### src/rtl/wb_ddr_arbiter.sv
// Round-robin Wishbone arbiter sharing the DDR controller port between bus masters, with a hung-transfer watchdog.
// Latency: one arbitration cycle from request to slave stb, then a combinational pass-through while granted.
// Backpressure: waiting masters stall until granted; the slave's ack paces the winner, and a silent slave is ended with err.
module wb_ddr_arbiter #(
    parameter int num_masters = 3,
    parameter int timeout     = 1023
) (
    input  logic                      clk,
    input  logic                      reset,
    input  logic [num_masters-1:0]    m_cyc_i,
    input  logic [num_masters-1:0]    m_stb_i,
    input  logic [num_masters-1:0]    m_we_i,
    input  logic [32*num_masters-1:0] m_adr_i,
    input  logic [32*num_masters-1:0] m_dat_i,
    input  logic [4*num_masters-1:0]  m_sel_i,
    output logic [31:0]               m_dat_o,
    output logic [num_masters-1:0]    m_ack_o,
    output logic [num_masters-1:0]    m_err_o,
    output logic                      s_cyc_o,
    output logic                      s_stb_o,
    output logic                      s_we_o,
    output logic [31:0]               s_adr_o,
    output logic [31:0]               s_dat_o,
    output logic [3:0]                s_sel_o,
    input  logic [31:0]               s_dat_i,
    input  logic                      s_ack_i,
    output logic [num_masters-1:0]    grant_o,
    output logic                      timeout_o
);

    localparam int IW = 2;

    typedef enum logic [1:0] {IDLE, GRANT, DRAIN} state_t;

    state_t                   state, state_nxt;
    logic [IW-1:0]            gidx, last, arb_idx;
    logic                     arb_found;
    logic [num_masters-1:0]   req, grant_q;
    logic [9:0]               wd_cnt;
    logic                     expire;

    assign req     = m_cyc_i & m_stb_i;
    assign m_dat_o = s_dat_i;
    assign grant_o = grant_q;

    // Search starts just past the last winner so every requester is reached within num_masters grants.
    always_comb begin
        int c;
        c         = 0;
        arb_found = 1'b0;
        arb_idx   = last;
        for (int i = 1; i <= num_masters; i++) begin
            c = (int'(last) + i) % num_masters;
            if (!arb_found && req[c]) begin
                arb_found = 1'b1;
                arb_idx   = IW'(c);
            end
        end
    end

    always_ff @(posedge clk) begin
        if (reset) begin
            state   <= IDLE;
            gidx    <= '0;
            last    <= IW'(num_masters - 1);
            grant_q <= '0;
            wd_cnt  <= '0;
        end else begin
            state <= state_nxt;
            if (state == IDLE && arb_found) begin
                gidx    <= arb_idx;
                last    <= arb_idx;
                grant_q <= {{(num_masters-1){1'b0}}, 1'b1} << arb_idx;
            end else if (state_nxt == IDLE) begin
                grant_q <= '0;
            end
            if (!s_stb_o || s_ack_i || expire)
                wd_cnt <= '0;
            else
                wd_cnt <= wd_cnt + 10'd1;
        end
    end

    always_comb begin
        state_nxt = state;
        case (state)
            IDLE:    if (arb_found) state_nxt = GRANT;
            GRANT:   if (!m_cyc_i[gidx]) state_nxt = IDLE;
                     else if (expire)    state_nxt = DRAIN;
            DRAIN:   if (!m_cyc_i[gidx]) state_nxt = IDLE;
            default: state_nxt = IDLE;
        endcase
    end

    // DRAIN keeps the slave idle until the faulty master gives up its cycle.
    always_comb begin
        s_cyc_o   = 1'b0;
        s_stb_o   = 1'b0;
        s_we_o    = 1'b0;
        s_adr_o   = '0;
        s_dat_o   = '0;
        s_sel_o   = '0;
        m_ack_o   = '0;
        m_err_o   = '0;
        timeout_o = 1'b0;
        expire    = 1'b0;
        if (state == GRANT) begin
            s_cyc_o       = m_cyc_i[gidx];
            s_stb_o       = m_cyc_i[gidx] & m_stb_i[gidx];
            s_we_o        = m_we_i[gidx];
            s_adr_o       = m_adr_i[32*gidx +: 32];
            s_dat_o       = m_dat_i[32*gidx +: 32];
            s_sel_o       = m_sel_i[4*gidx +: 4];
            m_ack_o[gidx] = s_ack_i;
            expire        = s_stb_o && !s_ack_i && (wd_cnt == 10'(timeout));
            m_err_o[gidx] = expire;
            timeout_o     = expire;
        end
    end

endmodule

### config.mk
export PLATFORM = sky130hd
export DESIGN_NAME = wb_ddr_arbiter
export DESIGN_NICKNAME = d
export VERILOG_FILES = /design/src/rtl/wb_ddr_arbiter.sv
export SDC_FILE = /design/constraint.sdc
export NUM_CORES = 1
export LEC_CHECK = 0
export ABC_AREA = 0
export CELL_PAD_IN_SITES_DETAIL_PLACEMENT = 0
export CELL_PAD_IN_SITES_GLOBAL_PLACEMENT = 1
export CORE_UTILIZATION = 16
export DETAILED_ROUTE_END_ITERATION = 10
export GPL_TIMING_DRIVEN = 1
export HOLD_SLACK_MARGIN = 0.05
export PLACE_DENSITY = 0.85
export SYNTH_ARGS = -nofsm -noshare
export SYNTH_HDL_FRONTEND = slang
export SYNTH_SLANG_ARGS = --single-unit
### constraint.sdc
create_clock -name clk -period 3 [get_ports clk]
set_input_delay 0.6 -clock clk [delete_from_list [all_inputs] [get_ports clk]]
set_output_delay 0.6 -clock clk [all_outputs]
set_load 0.03 [all_outputs]
==> metrics.md <==
| Metric | Value |
|---|---|
| Outcome | finished clean |
| HP Start | grant_o[2]$_SDFFE_PP0P_ |
| Final instance area | 6200 um^2 |
| RSZ-0062 raised after global routing | no |
| Worst path bufs/invs | 2 |
| Final Cycle Share | 95.4% |
| Die X | 141 um |
| Syn Inst Count | 480 |
| Die area | 19,800 um^2 |
| CTS tree | done |
| Routed WL per cell | 14.5 um |
| Hold path endpoint | grant_o[2]$_SDFFE_PP0P_ |
| Register share of total power | 7.6% |
| First-pass GRT wire length | 20,900 um |
| Worst-Skew Late Latency | 240 ps |
| Placer Congestion | 0.824 |
| ANT cells | 0 |
| Yosys Warn Count | 0 |
| Top cells by area, synth | mux2i_1 (23%), nor2_1 (19%), a21oi_1 (12%), dfxtp_1 (12%), buf_4 (8.3%) |
| Relative max-transition margin | 51.2% |
| Sw frac | 53.5% |
| Post-synth EDFFs | 0 |
| Initial antenna violation count | 0 |
| Int Pwr | 1.98 mW |
| # nets final | 982 |
| # hold bufs at CTS | 0 |
| Crit start category | input pin |
| Crit path capture type | output pin |
| Distinct cells, synth | 46 |
| Register-to-Register Setup Slack | 680 ps |
| Reg-to-Reg End | grant_o[0]$_SDFFE_PP0P_ |
| CP Class | in2out |
| Final WL | 14,300 um |
| Asr flop ratio synth | 0% |
| Total CTS buffers | 3 |
| Leak | 2.41 nW |
| Hold Path Class | reg2reg |
| Pwr dens | 687 nW/um^2 |
| Seq cells post-synth | 18 |
| H-tree level count | 1 |
| Peak supply drop | 0.354 mV |
| Syn Std Cell Area | 3080 um^2 |
| Clk pwr share | 6.2% |
| Ys flop type | dfxtp_1 |
| Die height | 141 um |
| Fin Clk Skew | 1.15 ps |
| Number of fill cells in the layout | 2,044 |
| Vias in the first global route | 3,940 |
| Final Max Tran Viols | 0 |
| Syn-to-layout area delta | 101% |
| Largest stage delay, worst path | 520 ps |
| Seq/Total Area, Yosys | 11.7% |
| Total number of vias | 4,188 |
| Port bufs | 296 |
| CTS root buffer | clkbuf_16 |
| Net Switching | 2.28 mW |
| Syn_area_per_cell | 6.43 um^2 |
| Vias per std cell | 4.23 |
| DRC Markers | 0 |
| Hpwl dp | 11,500 um |
| Most frequent cells in the layout | clkdlybuf4s50_1 (219), nor2_1 (158), buf_4 (79) |
| Max_cap viols | 0 |
| Clock Sinks | 18 |
| Hold Vio Cnt, Final | 0 |
| Combinational power share | 86.2% |
| Starting Density | 16.4% |
| Final Setup Violations | 0 |
| CP delay by family, top | simple AND/OR/NAND/NOR gates |
| Worst-path clk slew | 50 ps |
| Net count after synthesis | 732 |
| Slew @ Worst Pin | 732 ps |
| Final Power | 4.26 mW |
| Final min period | 2860 ps |
| Gr usage total | 13.1% |
| Slowest-stage cell, CP | clkdlybuf4s50_1 |
| First-pass DRT Iterations | 4 |
| Most common cell after layout, fill and taps aside | clkdlybuf4s50_1 |
| I/O Pins | 361 |
| Antenna Violating Nets Remaining | 0 |
| Row cnt | 50 |
| Clk buf depth | 2 |
| Sum of negative setup slack | 0 ps |
| CP Cell Sequence | clkdlybuf4s50_1 > a22oi_4 > or4_4 > or2_4 > nor3_2 > buf_4 |
| FF-to-FF path depth | 8 |
| Overflow left after global routing | 0 |
| Initial DRC Count | 164 |
| Crit path DAT | 2260 ps |
| CP Data Required Time | 2400 ps |
| Hold depth | 1 |
| Core footprint | 18,800 um^2 |
| Share of cells above drive strength 1 | 14.8% |
| Maximum fanout along the worst path | 5 |
| Largest net degree at the start of global routing | 44 |
| Top cell type by total area after synthesis | mux2i_1 |
| Max Clk Rate | 350 MHz |
| Synth top area share | 22.7% |
| Post-DP Area | 6110 um^2 |
| RR Startpoint | gidx[0]$_SDFFE_PP0P_ |
[cells in the mapped netlist, types with 2 or more instances]
cell / n
nand3b_1: 2
dfxtp_1: 18
and3_1: 2
nand4_1: 3
ha_1: 4
xor2_1: 5
a21oi_1: 76
o311ai_0: 2
inv_1: 5
nor2_1: 158
buf_4: 34
nor2b_1: 2
buf_1: 8
o2bb2ai_1: 3
xnor2_1: 3
o21ai_0: 4
mux2i_1: 70
nand2b_1: 5
nand4b_1: 6
buf_2: 7
nand3_1: 6
o31ai_1: 2
nand2_1: 13
a21boi_0: 2
clkbuf_1: 19
[per-layer routing]
metal	global-route usage [%]	routed length [um]	part of all wire, %
met1	16.6	6200	43
met2	22.6	6710	47
met3	2.89	1230	8.6
met4	2.40	182	1.3
met5	0	0	0
[power groups by stage]
stage | Sequential (mW) | Clock (mW) | Combinational [mW]
4_1_cts | 0.324 | 0.269 | 3.72
3_5_place_dp | 0.329 | 0 | 3.71
5_1_grt | 0.331 | 0.284 | 3.96
2_1_floorplan | 0.333 | 0 | 2.31
6_report | 0.324 | 0.264 | 3.67
3_3_place_gp | 0.329 | 0 | 3.70
[flip-flops by register name, summed over array words and instances (netlist names)]
register / cells
wd_cnt: 10
grant_o: 3
gidx: 2
state: 2
last: 1
[area by class of cell]
| class | count | area (um^2) | area share [%] |
|---|---|---|---|
| Clock buffer | 4 | 78.8 | 1.27 |
| Timing Repair Buffer | 314 | 3090 | 49.8 |
| Sequential cell | 18 | 368 | 5.93 |
| Multi-Input combinational cell | 388 | 2320 | 37.4 |
| Tap cell | 260 | 325 | 5.25 |
| Inverter | 5 | 18.8 | 0.303 |
[worst max-delay path by stage]
stage,from,to,slack [ps],cells past startpoint
after CTS,m_stb_i[2],m_err_o[2],2,7
after global placement,m_stb_i[0],m_err_o[0],10,7
after global routing,m_cyc_i[0],m_err_o[0],10,7
after detailed placement,m_stb_i[2],m_err_o[2],2,7
final,m_stb_i[1],m_err_o[0],140,6
after floorplan,gidx[0]$_SDFFE_PP0P_,m_err_o[2],310,8
[through the flow]
stage               hold slack (ps)  setup slack [ps]  util [%]  instances
finish                          474               139      32.9        989
detailed placement              463              2.34      32.4        985
CTS                             476              2.32      32.9        989
global route                    492              13.8      32.9        989
floorplan                       442               313         -        480
global placement                453              10.4      32.4        985
[logic make-up after synthesis]
logic type,Yosys count,synth area share (%)
AOI/OAI and AO/OA,99,18.5
adders and majority gates,4,1.62
buffers and inverters,74,13.7
xor gates and xnor gates,8,2.27
and+or+nand+nor,206,29.2
muxes,71,23.1
DFF,18,11.7
[timing repair]
action | in CTS | in global routing
buffers inserted | 0 | 0
resized for setup | 0 | 4
setup endpoints to repair | 0 | 4
No activity file was read; power rests on OpenSTA's default activity.
==> RTL change, RTL diff (same settings) <==
The 3 states of `state_t` get a one-hot encoding in 3 bits.
--- a/src/rtl/wb_ddr_arbiter.sv
+++ b/src/rtl/wb_ddr_arbiter.sv
@@ -30,7 +30,7 @@
 
     localparam int IW = 2;
 
-    typedef enum logic [1:0] {IDLE, GRANT, DRAIN} state_t;
+    typedef enum logic [2:0] {IDLE = 3'b001, GRANT = 3'b010, DRAIN = 3'b100} state_t;
 
     state_t                   state, state_nxt;
     logic [IW-1:0]            gidx, last, arb_idx;
Check against the original RTL: same outputs for any inputs over 4 cycles, from zero or initial values and one cycle with reset high; so few cycles prove little.
==> RTL change against the original RTL <==
Cell area rose by 2.0%; area after synthesis up 0.57%; register-to-register slack better by 0.25 ns; core utilization up 0.65 points; first-iteration DRC count grew 12%; setup slack improved by 0.053 ns; fmax is 1.9% higher; global-route usage rose by 0.57 points; wire length increased by 1.5%; sequential cell count grew 1; largest cell class unchanged; highest routed layer unchanged.
Power is not compared: it rests on default switching activity, and its combinational part moved more than twofold at a synthesized area within 25%.
==> RTL change: results (changes against the original RTL) <==
metric	value	unit	change
vias_per_cell	4.129		-2.5%
use_met2	0.2397		+0.01347
grt_pass1_wl	21.56	mm	+3.4%
placed_area	6231	um^2	+2.0%
synth_area_leaders	mux2i_1, nor2_1, a21oi_1		
via_count	4088		-2.4%
drive_above_1_share	0.1427		-0.005487
synth.top_cells.by_count	nor2_1, a21oi_1, mux2i_1		
grt_max_degree	40		-9.1%
drtIter0Drc	184		+12%
ys_seq_area_frac	0.1226		+0.005794
use_met1	0.1712		+0.004939
status	completed		
syn_area_per_cell	6.369	um^2	-0.88%
dp_hpwl	12.23	mm	+6.1%
tightest_slew	0.4485	ns	-0.2839 ns
dp_slack	0.09622	ns	+0.09388 ns
postRouteWirelength	14.53	mm	+1.5%
met3_usage	0.03906		+0.01019
path_max_fanout	4		-1
syn_nets	738		+0.82%
worst-endpoint-arrival	2.21	ns	-0.05 ns
ys_async_sr_fraction	0		unchanged
clockRootBuffer	clkbuf_16		
antenna_found_initial	1		+1
layout.nets	981		-0.10%
gp_congestion	0.8001		-2.9%
## RTL change: final cells by class
class | instances | share of cell area
sequential | 19 | 0.06135
antenna | 1 | 0.0003958
clock buffer | 3 | 0.01187
multi-input combinational | 391 | 0.3649
inverter | 7 | 0.004156
clock inverter | 1 | 0.001187
timing repair buffer | 308 | 0.5047
tap | 260 | 0.05145
## RTL change: logic make-up after synthesis
| kind of cell | Yosys count | synth area share |
|---|---|---|
| compound gates | 100 | 0.1823 |
| xor+xnor | 8 | 0.02259 |
| fa+ha+maj | 4 | 0.01573 |
| buf+inv | 77 | 0.1380 |
| flops | 19 | 0.1226 |
| mux | 71 | 0.2291 |
| simple gates | 208 | 0.2896 |
## RTL change: through the flow
step	hold slack, ns	util
after global routing	0.4877	0.3356
after detailed placement	0.4573	0.3309
after CTS	0.4685	0.3353
after floorplan	0.4302	-
final	0.4665	0.3357
after global placement	0.4479	0.3309
## RTL change: final timing paths
path,start,to,slack [ns],depth (start not counted)
max reg2reg,gidx[0],grant_o[0],0.93,7
min reg2reg,wd_cnt[0],wd_cnt[0],0.47,1
max,m_cyc_i[2],m_err_o[2],0.19,8
min,wd_cnt[0],wd_cnt[0],0.47,1
## RTL change: worst max-delay path, cell delays in order
cell	delay, ns
clkdlybuf4s50_1	0.51
mux2i_1	0.11
o2bb2ai_2	0.21
and2_1	0.18
and2_4	0.16
nand2_2	0.08
nor3b_2	0.19
buf_4	0.18
## RTL change: what timing repair did
| item | 4_1_cts | 5_1_grt |
|---|---|---|
| endpoints found under the setup margin | 0 | 2 |
| resized for setup | 0 | 1 |
| hold endpoints to repair | 0 | 0 |
## RTL change: routing by layer
metal | up-vias | routed length (um)
li1 | 2103 | -
met1 | 1790 | 5975
met2 | 193 | 7283
met3 | 2 | 1257
met4 | 0 | 16
met5 | - | 0
